File: src/rtl/cpu_phase_tracker.sv
// CPU bus phase tracker: synchronises OE/WE strobes, realigns a phase counter on
// each OE assertion, drives the PSRAM pstart window and ce, and tracks period lock.
module cpu_phase_tracker #(
    parameter int unsigned PERIOD    = 24,
    parameter int unsigned SYNC      = 3,
    parameter int unsigned WIN_START = 16,
    parameter int unsigned WIN_END   = 2,
    parameter int unsigned TOL       = 2,
    parameter int unsigned LOCK_CNT  = 4,
    localparam int unsigned PW       = $clog2(PERIOD)
) (
    input  logic          clk,
    input  logic          rst_n,
    input  logic          cpu_oe_n,
    input  logic          cpu_we_n,
    input  logic          en,
    output logic [PW-1:0] phase,
    output logic          cpu_pstart,
    output logic          cpu_ce,
    output logic          oe_rise,
    output logic          we_rise,
    output logic          locked,
    output logic [7:0]    period_meas
);

    localparam int unsigned LW    = $clog2(LOCK_CNT + 1);
    localparam int unsigned TMO_I = (PERIOD * 4 > 255) ? 255 : PERIOD * 4;
    localparam logic [7:0]  TMO   = TMO_I[7:0];

    typedef enum logic {
        S_UNLOCK,
        S_LOCKED
    } lock_state_t;

    logic [SYNC-1:0] r_oe_sync, r_we_sync;
    logic            r_oe_prev, r_we_prev;
    logic            r_oe_rise, r_we_rise;
    logic [PW-1:0]   r_phase;
    logic            r_pstart, r_ce;
    logic [7:0]      r_cnt, r_meas;
    lock_state_t     r_state, w_state_next;
    logic [LW-1:0]   r_lcnt, w_lcnt_next;

    logic            w_oe_s, w_we_s;
    logic            w_inwin, w_pstart_next;
    int unsigned     w_ph;
    logic [7:0]      w_cnt_inc;
    logic [8:0]      w_diff, w_abs;
    logic            w_in_tol;
    logic            w_locked;

    assign w_oe_s = r_oe_sync[SYNC-1];
    assign w_we_s = r_we_sync[SYNC-1];

    always_ff @(posedge clk or negedge rst_n) begin
        if (!rst_n) begin
            r_oe_sync <= '0;
            r_we_sync <= '0;
            r_oe_prev <= 1'b0;
            r_we_prev <= 1'b0;
            r_oe_rise <= 1'b0;
            r_we_rise <= 1'b0;
        end else begin
            r_oe_sync <= {r_oe_sync[SYNC-2:0], ~cpu_oe_n};
            r_we_sync <= {r_we_sync[SYNC-2:0], ~cpu_we_n};
            r_oe_prev <= w_oe_s;
            r_we_prev <= w_we_s;
            r_oe_rise <= w_oe_s & ~r_oe_prev;
            r_we_rise <= w_we_s & ~r_we_prev;
        end
    end

    always_comb begin
        w_ph = {{(32-PW){1'b0}}, r_phase};
        if (WIN_START <= WIN_END)
            w_inwin = (w_ph >= WIN_START) && (w_ph <= WIN_END);
        else
            w_inwin = (w_ph >= WIN_START) || (w_ph <= WIN_END);
        w_pstart_next = en & w_inwin;
    end

    // An OE edge takes priority over the natural wrap, so the phase never double-wraps.
    always_ff @(posedge clk or negedge rst_n) begin
        if (!rst_n) begin
            r_phase  <= '0;
            r_pstart <= 1'b0;
            r_ce     <= 1'b0;
        end else begin
            if (!en || r_oe_rise || r_phase == PW'(PERIOD - 1))
                r_phase <= '0;
            else
                r_phase <= r_phase + 1'b1;
            r_pstart <= w_pstart_next;
            r_ce     <= w_pstart_next | w_oe_s | w_we_s;
        end
    end

    always_comb begin
        w_cnt_inc = (r_cnt == 8'hFF) ? 8'hFF : r_cnt + 8'd1;
        w_diff    = {1'b0, w_cnt_inc} - 9'(PERIOD);
        w_abs     = w_diff[8] ? (9'd0 - w_diff) : w_diff;
        w_in_tol  = (w_abs <= 9'(TOL));
    end

    always_ff @(posedge clk or negedge rst_n) begin
        if (!rst_n) begin
            r_cnt  <= '0;
            r_meas <= '0;
        end else if (r_oe_rise) begin
            r_meas <= w_cnt_inc;
            r_cnt  <= '0;
        end else begin
            r_cnt  <= w_cnt_inc;
        end
    end

    always_ff @(posedge clk or negedge rst_n) begin
        if (!rst_n) begin
            r_state <= S_UNLOCK;
            r_lcnt  <= '0;
        end else begin
            r_state <= w_state_next;
            r_lcnt  <= w_lcnt_next;
        end
    end

    // Tolerance is judged on the measurement being loaded this cycle.
    always_comb begin
        w_state_next = r_state;
        w_lcnt_next  = r_lcnt;
        if (!en) begin
            w_state_next = S_UNLOCK;
            w_lcnt_next  = '0;
        end else if (r_oe_rise) begin
            if (!w_in_tol) begin
                w_state_next = S_UNLOCK;
                w_lcnt_next  = '0;
            end else if (r_state == S_UNLOCK) begin
                if (r_lcnt == LW'(LOCK_CNT - 1)) begin
                    w_state_next = S_LOCKED;
                    w_lcnt_next  = '0;
                end else begin
                    w_lcnt_next = r_lcnt + 1'b1;
                end
            end
        end else if (r_state == S_LOCKED && r_cnt == TMO) begin
            w_state_next = S_UNLOCK;
            w_lcnt_next  = '0;
        end
    end

    always_comb begin
        w_locked = (r_state == S_LOCKED);
    end

    assign phase       = r_phase;
    assign cpu_pstart  = r_pstart;
    assign cpu_ce      = r_ce;
    assign oe_rise     = r_oe_rise;
    assign we_rise     = r_we_rise;
    assign locked      = w_locked;
    assign period_meas = r_meas;

endmodule

File: config.mk
export PLATFORM = sky130hd
export DESIGN_NAME = cpu_phase_tracker
export DESIGN_NICKNAME = d
export VERILOG_FILES = /design/src/rtl/cpu_phase_tracker.sv
export SDC_FILE = /design/constraint.sdc
export NUM_CORES = 1
export LEC_CHECK = 0
export ABC_AREA = 1
export CORE_ASPECT_RATIO = 1.4
export CORE_MARGIN = 2
export CORE_UTILIZATION = 63
export CTS_CLUSTER_SIZE = 16
export DETAILED_ROUTE_END_ITERATION = 16
export DONT_BUFFER_PORTS = 1
export GPL_TIMING_DRIVEN = 0
export PLACE_DENSITY = 0.79
export RECOVER_POWER = 25
export SYNTH_ARGS = -nofsm -noshare
export SYNTH_HDL_FRONTEND = slang
export SYNTH_SLANG_ARGS = --single-unit
File: constraint.sdc
create_clock -name clk -period 2.9 [get_ports clk]
set_input_delay 0.58 -clock clk [delete_from_list [all_inputs] [get_ports clk]]
set_output_delay 0.58 -clock clk [all_outputs]
set_load 0.05 [all_outputs]
======== Word level (Yosys, flattened, before mapping) ========
Cells that the tools add are included.
word-level totals
  register bits after elaboration ......... 37
  output and inout port bits .............. 18
operators by class
  reduce and logical (&&, ||, !) cells .... 6
  multiplexer cells ....................... 16
  bitwise logic cells ..................... 9
  add/subtract/negate cells ............... 5
  $lt $le $gt $ge ......................... 3
  equality and inequality tests ........... 6
operators by type and width
  cell                                                             number
  two-way mux 3 bit                                                6
  two-way mux 8 bit                                                2
  less-or-equal comparator 9 x 2 -> 1 bit (second input constant)  1
  two-way mux 9 bit                                                1
  subtractor 1 x 9 -> 9 bit (first input constant)                 1
  subtractor 8 x 5 -> 9 bit (second input constant)                1
  adder 8 x 1 -> 8 bit (second input constant)                     1
  == test 8 x 7 -> 1 bit (second input constant)                   1
  == test 8 bit (second input constant)                            1
  two-way mux 1 bit                                                6
  adder 5 x 1 -> 5 bit (second input constant)                     1
  == test 5 bit (second input constant)                            1
  greater-or-equal comparator 5 bit (second input constant)        1
  less-or-equal comparator 5 x 2 -> 1 bit (second input constant)  1
  two-way mux 5 bit                                                1
  inequality test 4 bit (second input constant)                    1
  NOT 1 bit                                                        4
  adder 3 x 1 -> 3 bit (second input constant)                     1
  AND 1 bit                                                        3
  == test 3 x 2 -> 1 bit (second input constant)                   1
  logical OR 1 bit                                                 3
  inequality test 3 x 1 -> 1 bit (second input constant)           1
  bitwise OR 1 bit                                                 2
  AND reduction 2 bit                                              1
  2 further kinds                                                  2

======== Logic depth before layout (Yosys ltp) ========
  depth in word-level cells ............... 9
  mapped depth ............................ 20

======== Least setup slack after synthesis ========
Ideal clock, no wire load.
  path kind ............................... register to register
  start ................................... reg r_cnt[0]
  end ..................................... reg r_lcnt[0]
  clock period less this slack ............ 2.469 ns
  data arrival time ....................... 2.350 ns
  cell stages (with the launch flop) ...... 20
  buffers on the path ..................... 1
  slack ................................... 0.431 ns
  data required time ...................... 2.781 ns
  cell sequence ........................... dfrtp_1 > ha_1 > nand2_4 > nor2_4 > nand2_4 > buf_6 > inv_1 > nor2_1 > ha_1 > nand2_1 > nor2_1 > nor2_1 > nor2_1 > nor2_1 > nor2_2 > nand2_2 > nor2_4 > nand3_2 > a21oi_1 > nor2_1
on the way
  word-level cells in the longest chain between the ends .. 9
  elaborated cells on any way between the ends .. 15
RTL lines
  what                                                   line  source
  start: declaration                                     40    logic [7:0] r_cnt, r_meas;
  start signal: assignment                               113   r_cnt <= w_cnt_inc;
  adder 8 x 1 -> 8 bit or == test 8 bit (tied branches)  99    w_cnt_inc = (r_cnt == 8'hFF) ? 8'hFF : r_cnt + 8'd1;
  two-way mux 8 bit                                      99
  subtractor 8 x 5 -> 9 bit                              100   w_diff = {1'b0, w_cnt_inc} - 9'(PERIOD);
  subtractor 1 x 9 -> 9 bit                              101   w_abs = w_diff[8] ? (9'd0 - w_diff) : w_diff;
  two-way mux 9 bit                                      101
  less-or-equal comparator 9 x 2 -> 1 bit                102   w_in_tol = (w_abs <= 9'(TOL));
  two-way mux 3 bit                                      135   if (!w_in_tol) begin
  two-way mux 3 bit                                      134   end else if (r_oe_rise) begin
  two-way mux 3 bit                                      131   if (!en) begin
  end signal: assignment                                 123   r_lcnt <= w_lcnt_next;
  end: declaration                                       42    logic [LW-1:0] r_lcnt, w_lcnt_next;
Several ways; a longest one is shown, not always the timed one.
A chain may end at the register's enable or synchronous reset.

======== Worst setup path after layout ========
  start ................................... reg r_cnt[1]
  end ..................................... reg r_lcnt[0]
Same word-level chain as after synthesis.

==> impl_metrics.tcl <==
set metrics [dict create \
    final_nets 275 \
    p_sw_share_pct 40.3 \
    synthesized_instance_count 253 \
    grt_first_pass_wirelength_mm 6.64 \
    timing.final.setup_violations 0 \
    skew_ns 0.00343 \
    path_max_fanout 10 \
    cts_tree "done" \
    grt_usage_pct 23.9 \
    fin_setup_tns_ns 0 \
    num_antenna_cells 0 \
    root_buffer "sky130_fd_sc_hd__clkbuf_8" \
    finalHoldViolCount 0 \
    synth-seq-cells 37 \
    grt_pass1_vias 1533 \
    criticalPathCategory "reg -> reg" \
    hold-path-endpoint "r_we_sync[0]" \
    worst_pin_slew_ns 1.92 \
    start_util_pct 66.6 \
    worst-r2r-cell-count 19 \
    pwr-share-clk_pct 23.4 \
    outcome "finished with violations" \
    fin_worst_hold_slack_ns 0.340 \
    end_kind "flop" \
    net_count_after_synthesis 267 \
    worst_ir_drop_vdd_uv 721 \
    crit_path_start_kind "flop" \
    area_growth_pct 7.98 \
    die_w_um 52.8 \
    post_drt_via_cell_ratio 5.26 \
    launch_instance_of_the_worst_min_delay_path "cpu_we_n" \
    min-delay-path-class "in -> reg" \
    dr_total_vias 1582 \
    power.density_nw_per_um2 660 \
    die-area_sq_um 3820 \
    maxCapViolations 1 \
    cts_buffers 5 \
    violations "max-capacitance violations, max-slew violations" \
    grt_overflow_total 0 \
    distinct_cell_type_count_after_synthesis 29 \
    post_synth.cell_area_avg_sq_um 8.30 \
    synth_warn 0 \
    finalWeightedCongestion 0.822 \
    ant_nets 0 \
    power.static_leakage_uw 0.00117 \
    achievable-frequency_mhz 378 \
    timing.max_slew.rel_slack_pct -27.9 \
    detail_route.wl_per_cell_um 12.8 \
    drive_gt1_share_pct 17.6 \
    netlist_area_sq_um 2100 \
    finalCritPeriodShare_pct 91.2 \
    remaining_drc_errors 0 \
    fp-row-count 24 \
    postCtsSetupRepairBufs 0 \
    worstPathRequired_ns 3.08 \
    detailedRoute.firstPassIterationCount 5 \
    internal_power_uw 894 \
    grt_antenna_before_repair 0 \
    share_comb_of_total_power_pct 29.1 \
    filler_cell_count 250 \
    regToRegSetupSlack_ns 0.26 \
    clock_sink_count 37 \
    insertion_delay_ns 0.29 \
    wl_mm 3.85 \
    ioPinCount 23 \
    whs_path_depth 1 \
    coreArea_sq_um 3150 \
    first_iter_violations 44 \
    port-buffer-count 0 \
    worst_ep_arrival_time_ns 2.82 \
    timing.rr.start "r_cnt[1]" \
    cts_max_level 2 \
    clk_pin_slew_ns 0.07 \
    grt_max_degree 38 \
    clock_path_buffers 2 \
    worst_setup_path_startpoint "r_cnt[1]" \
    finalWorstPathRequiredPeriod_ns 2.64 \
    grt_setup_unrepaired "no" \
    dpl.hpwl_mm 2.85 \
    crit-reg2reg-capture "r_lcnt[0]" \
    synth_seq_area_share_pct 44.1 \
    switching_power_uw 603 \
    drv_slew 38 \
    fp.dieH_um 72.3 \
    sequentialPowerShare_pct 47.4 \
]
[logic make-up after synthesis]
logic type / after synthesis / share of synthesized area, %
DFF: 37 / 44.1
and+or+nand+nor: 138 / 34.4
xor gates and xnor gates: 1 / 0.774
AOI/OAI and AO/OA: 24 / 6.85
buffers and inverters: 44 / 8.58
adders and majority gates: 9 / 5.36
[per-layer routing]
metal  share of wire, %  track usage [%]  vias up
met4                1.7             9.12        0
met2                 54             41.9       34
li1                   -                -      813
met5                  0                0        -
met1                 40             27.0      729
met3                4.7             6.38        6
[power groups by stage]
stage / Combinational [uW] / Sequential (uW) / Clock, uW
detailed placement: 409 / 714 / 0
global placement: 399 / 713 / 0
global route: 496 / 717 / 388
finish: 436 / 710 / 351
CTS: 425 / 704 / 367
floorplan: 342 / 703 / 0
[area by class of cell]
cell class | instances | area [sq um] | area share (%)
sequential | 37 | 928 | 40.9
multi-input combinational | 172 | 1020 | 45.0
inverter | 40 | 150 | 6.62
clock inverter | 2 | 15.0 | 0.662
buffer | 4 | 30.0 | 1.32
tap | 39 | 48.8 | 2.15
clock buffer | 6 | 72.6 | 3.20
timing repair buffer | 1 | 3.75 | 0.165
[what timing repair did]
action,in CTS,in global routing
endpoints found under the hold margin,37,0
endpoints found under the setup margin,0,4
resized for setup,0,7
hold buffers,1,0
[Yosys cell counts]
cell	count	area [sq um]
sky130_fd_sc_hd__a21oi_1	9	45.0
sky130_fd_sc_hd__a31oi_1	2	12.5
sky130_fd_sc_hd__a41oi_1	1	8.76
sky130_fd_sc_hd__buf_1	1	3.75
sky130_fd_sc_hd__buf_6	2	22.5
sky130_fd_sc_hd__clkbuf_1	1	3.75
sky130_fd_sc_hd__dfrtp_1	37	926
sky130_fd_sc_hd__ha_1	9	113
sky130_fd_sc_hd__inv_1	36	135
sky130_fd_sc_hd__inv_2	4	15.0
sky130_fd_sc_hd__nand2_1	55	206
sky130_fd_sc_hd__nand2_2	6	37.5
sky130_fd_sc_hd__nand2_4	4	45.0
sky130_fd_sc_hd__nand3_1	9	45.0
sky130_fd_sc_hd__nand3_2	5	50.1
sky130_fd_sc_hd__nand3_4	2	35.0
sky130_fd_sc_hd__nand3b_1	2	15.0
sky130_fd_sc_hd__nand4_1	7	43.8
sky130_fd_sc_hd__nand4_2	1	12.5
sky130_fd_sc_hd__nor2_1	35	131
sky130_fd_sc_hd__nor2_2	5	31.3
sky130_fd_sc_hd__nor2_4	3	33.8
sky130_fd_sc_hd__nor2_8	1	20.0
sky130_fd_sc_hd__nor3_1	3	15.0
sky130_fd_sc_hd__o211ai_1	1	7.51
sky130_fd_sc_hd__o21ai_0	9	45.0
sky130_fd_sc_hd__o21bai_4	1	18.8
sky130_fd_sc_hd__o22ai_1	1	6.26
sky130_fd_sc_hd__xnor2_2	1	16.3
[sequential cells by signal (all words and copies together), names as in the netlist]
register,cells
period_meas,8
r_cnt,8
phase,5
r_lcnt,3
r_oe_sync,3
r_we_sync,3
cpu_ce,1
cpu_pstart,1
locked,1
oe_rise,1
r_oe_prev,1
r_we_prev,1
we_rise,1
[per-stage QoR]
stage	std cells	total power [uW]	instance area, sq um	worst slack (ns)	utilization, %
after floorplan	253	1050	2100	0.431	-
after global placement	292	1110	2150	0.121	68.2
after detailed placement	292	1120	2150	0.0557	68.2
after CTS	301	1500	2260	0.00840	71.6
after global routing	301	1600	2270	0.0127	71.9
final	301	1500	2270	0.256	71.9
[cell usage in the layout (no fill, tap or decap), types with 3 or more instances in the layout]
| master | count |
|---|---|
| sky130_fd_sc_hd__a21oi_1 | 9 |
| sky130_fd_sc_hd__nand3_1 | 9 |
| sky130_fd_sc_hd__nor2_2 | 4 |
| sky130_fd_sc_hd__nor2_4 | 5 |
| sky130_fd_sc_hd__nand3_2 | 5 |
| sky130_fd_sc_hd__o21ai_0 | 9 |
| sky130_fd_sc_hd__inv_1 | 36 |
| sky130_fd_sc_hd__nand2_1 | 55 |
| sky130_fd_sc_hd__nor3_1 | 3 |
| sky130_fd_sc_hd__nand2_2 | 6 |
| sky130_fd_sc_hd__ha_1 | 8 |
| sky130_fd_sc_hd__dfrtp_1 | 35 |
| sky130_fd_sc_hd__nand2_4 | 4 |
| sky130_fd_sc_hd__inv_2 | 4 |
| sky130_fd_sc_hd__nand4_1 | 7 |
| sky130_fd_sc_hd__clkbuf_1 | 3 |
| sky130_fd_sc_hd__clkbuf_8 | 5 |
| sky130_fd_sc_hd__nor2_1 | 34 |
[worst max path at each step]
| stage | end | slack [ns] | cells after the start |
|---|---|---|---|
| 6_report | r_lcnt[0] | 0.26 | 19 |
| 5_1_grt | r_lcnt[1] | 0.01 | 19 |
| 4_1_cts | r_lcnt[0] | 0.008 | 20 |
| 3_5_place_dp | r_lcnt[0] | 0.06 | 19 |
| 3_3_place_gp | r_lcnt[1] | 0.12 | 19 |
| 2_1_floorplan | r_lcnt[0] | 0.43 | 19 |
[worst max-delay path, cell delays in order (launching register included)]
cell                      delay (ns)
sky130_fd_sc_hd__dfrtp_2        0.46
sky130_fd_sc_hd__ha_4           0.20
sky130_fd_sc_hd__nand2_4        0.07
sky130_fd_sc_hd__nor2_4         0.04
sky130_fd_sc_hd__nand2_4        0.12
sky130_fd_sc_hd__buf_6          0.15
sky130_fd_sc_hd__inv_1          0.10
sky130_fd_sc_hd__nor2_4         0.15
sky130_fd_sc_hd__ha_1           0.20
sky130_fd_sc_hd__nand2_1        0.09
sky130_fd_sc_hd__nor3_1         0.25
sky130_fd_sc_hd__nand3_1        0.11
sky130_fd_sc_hd__nand2_1        0.09
sky130_fd_sc_hd__nand2_1        0.05
sky130_fd_sc_hd__nand2_1        0.07
sky130_fd_sc_hd__nor2_2         0.05
sky130_fd_sc_hd__nand3_2        0.09
sky130_fd_sc_hd__nand2_2        0.07
sky130_fd_sc_hd__nor2_1         0.11
sky130_fd_sc_hd__nor2_1         0.05
(Power assumes the default switching activity.)
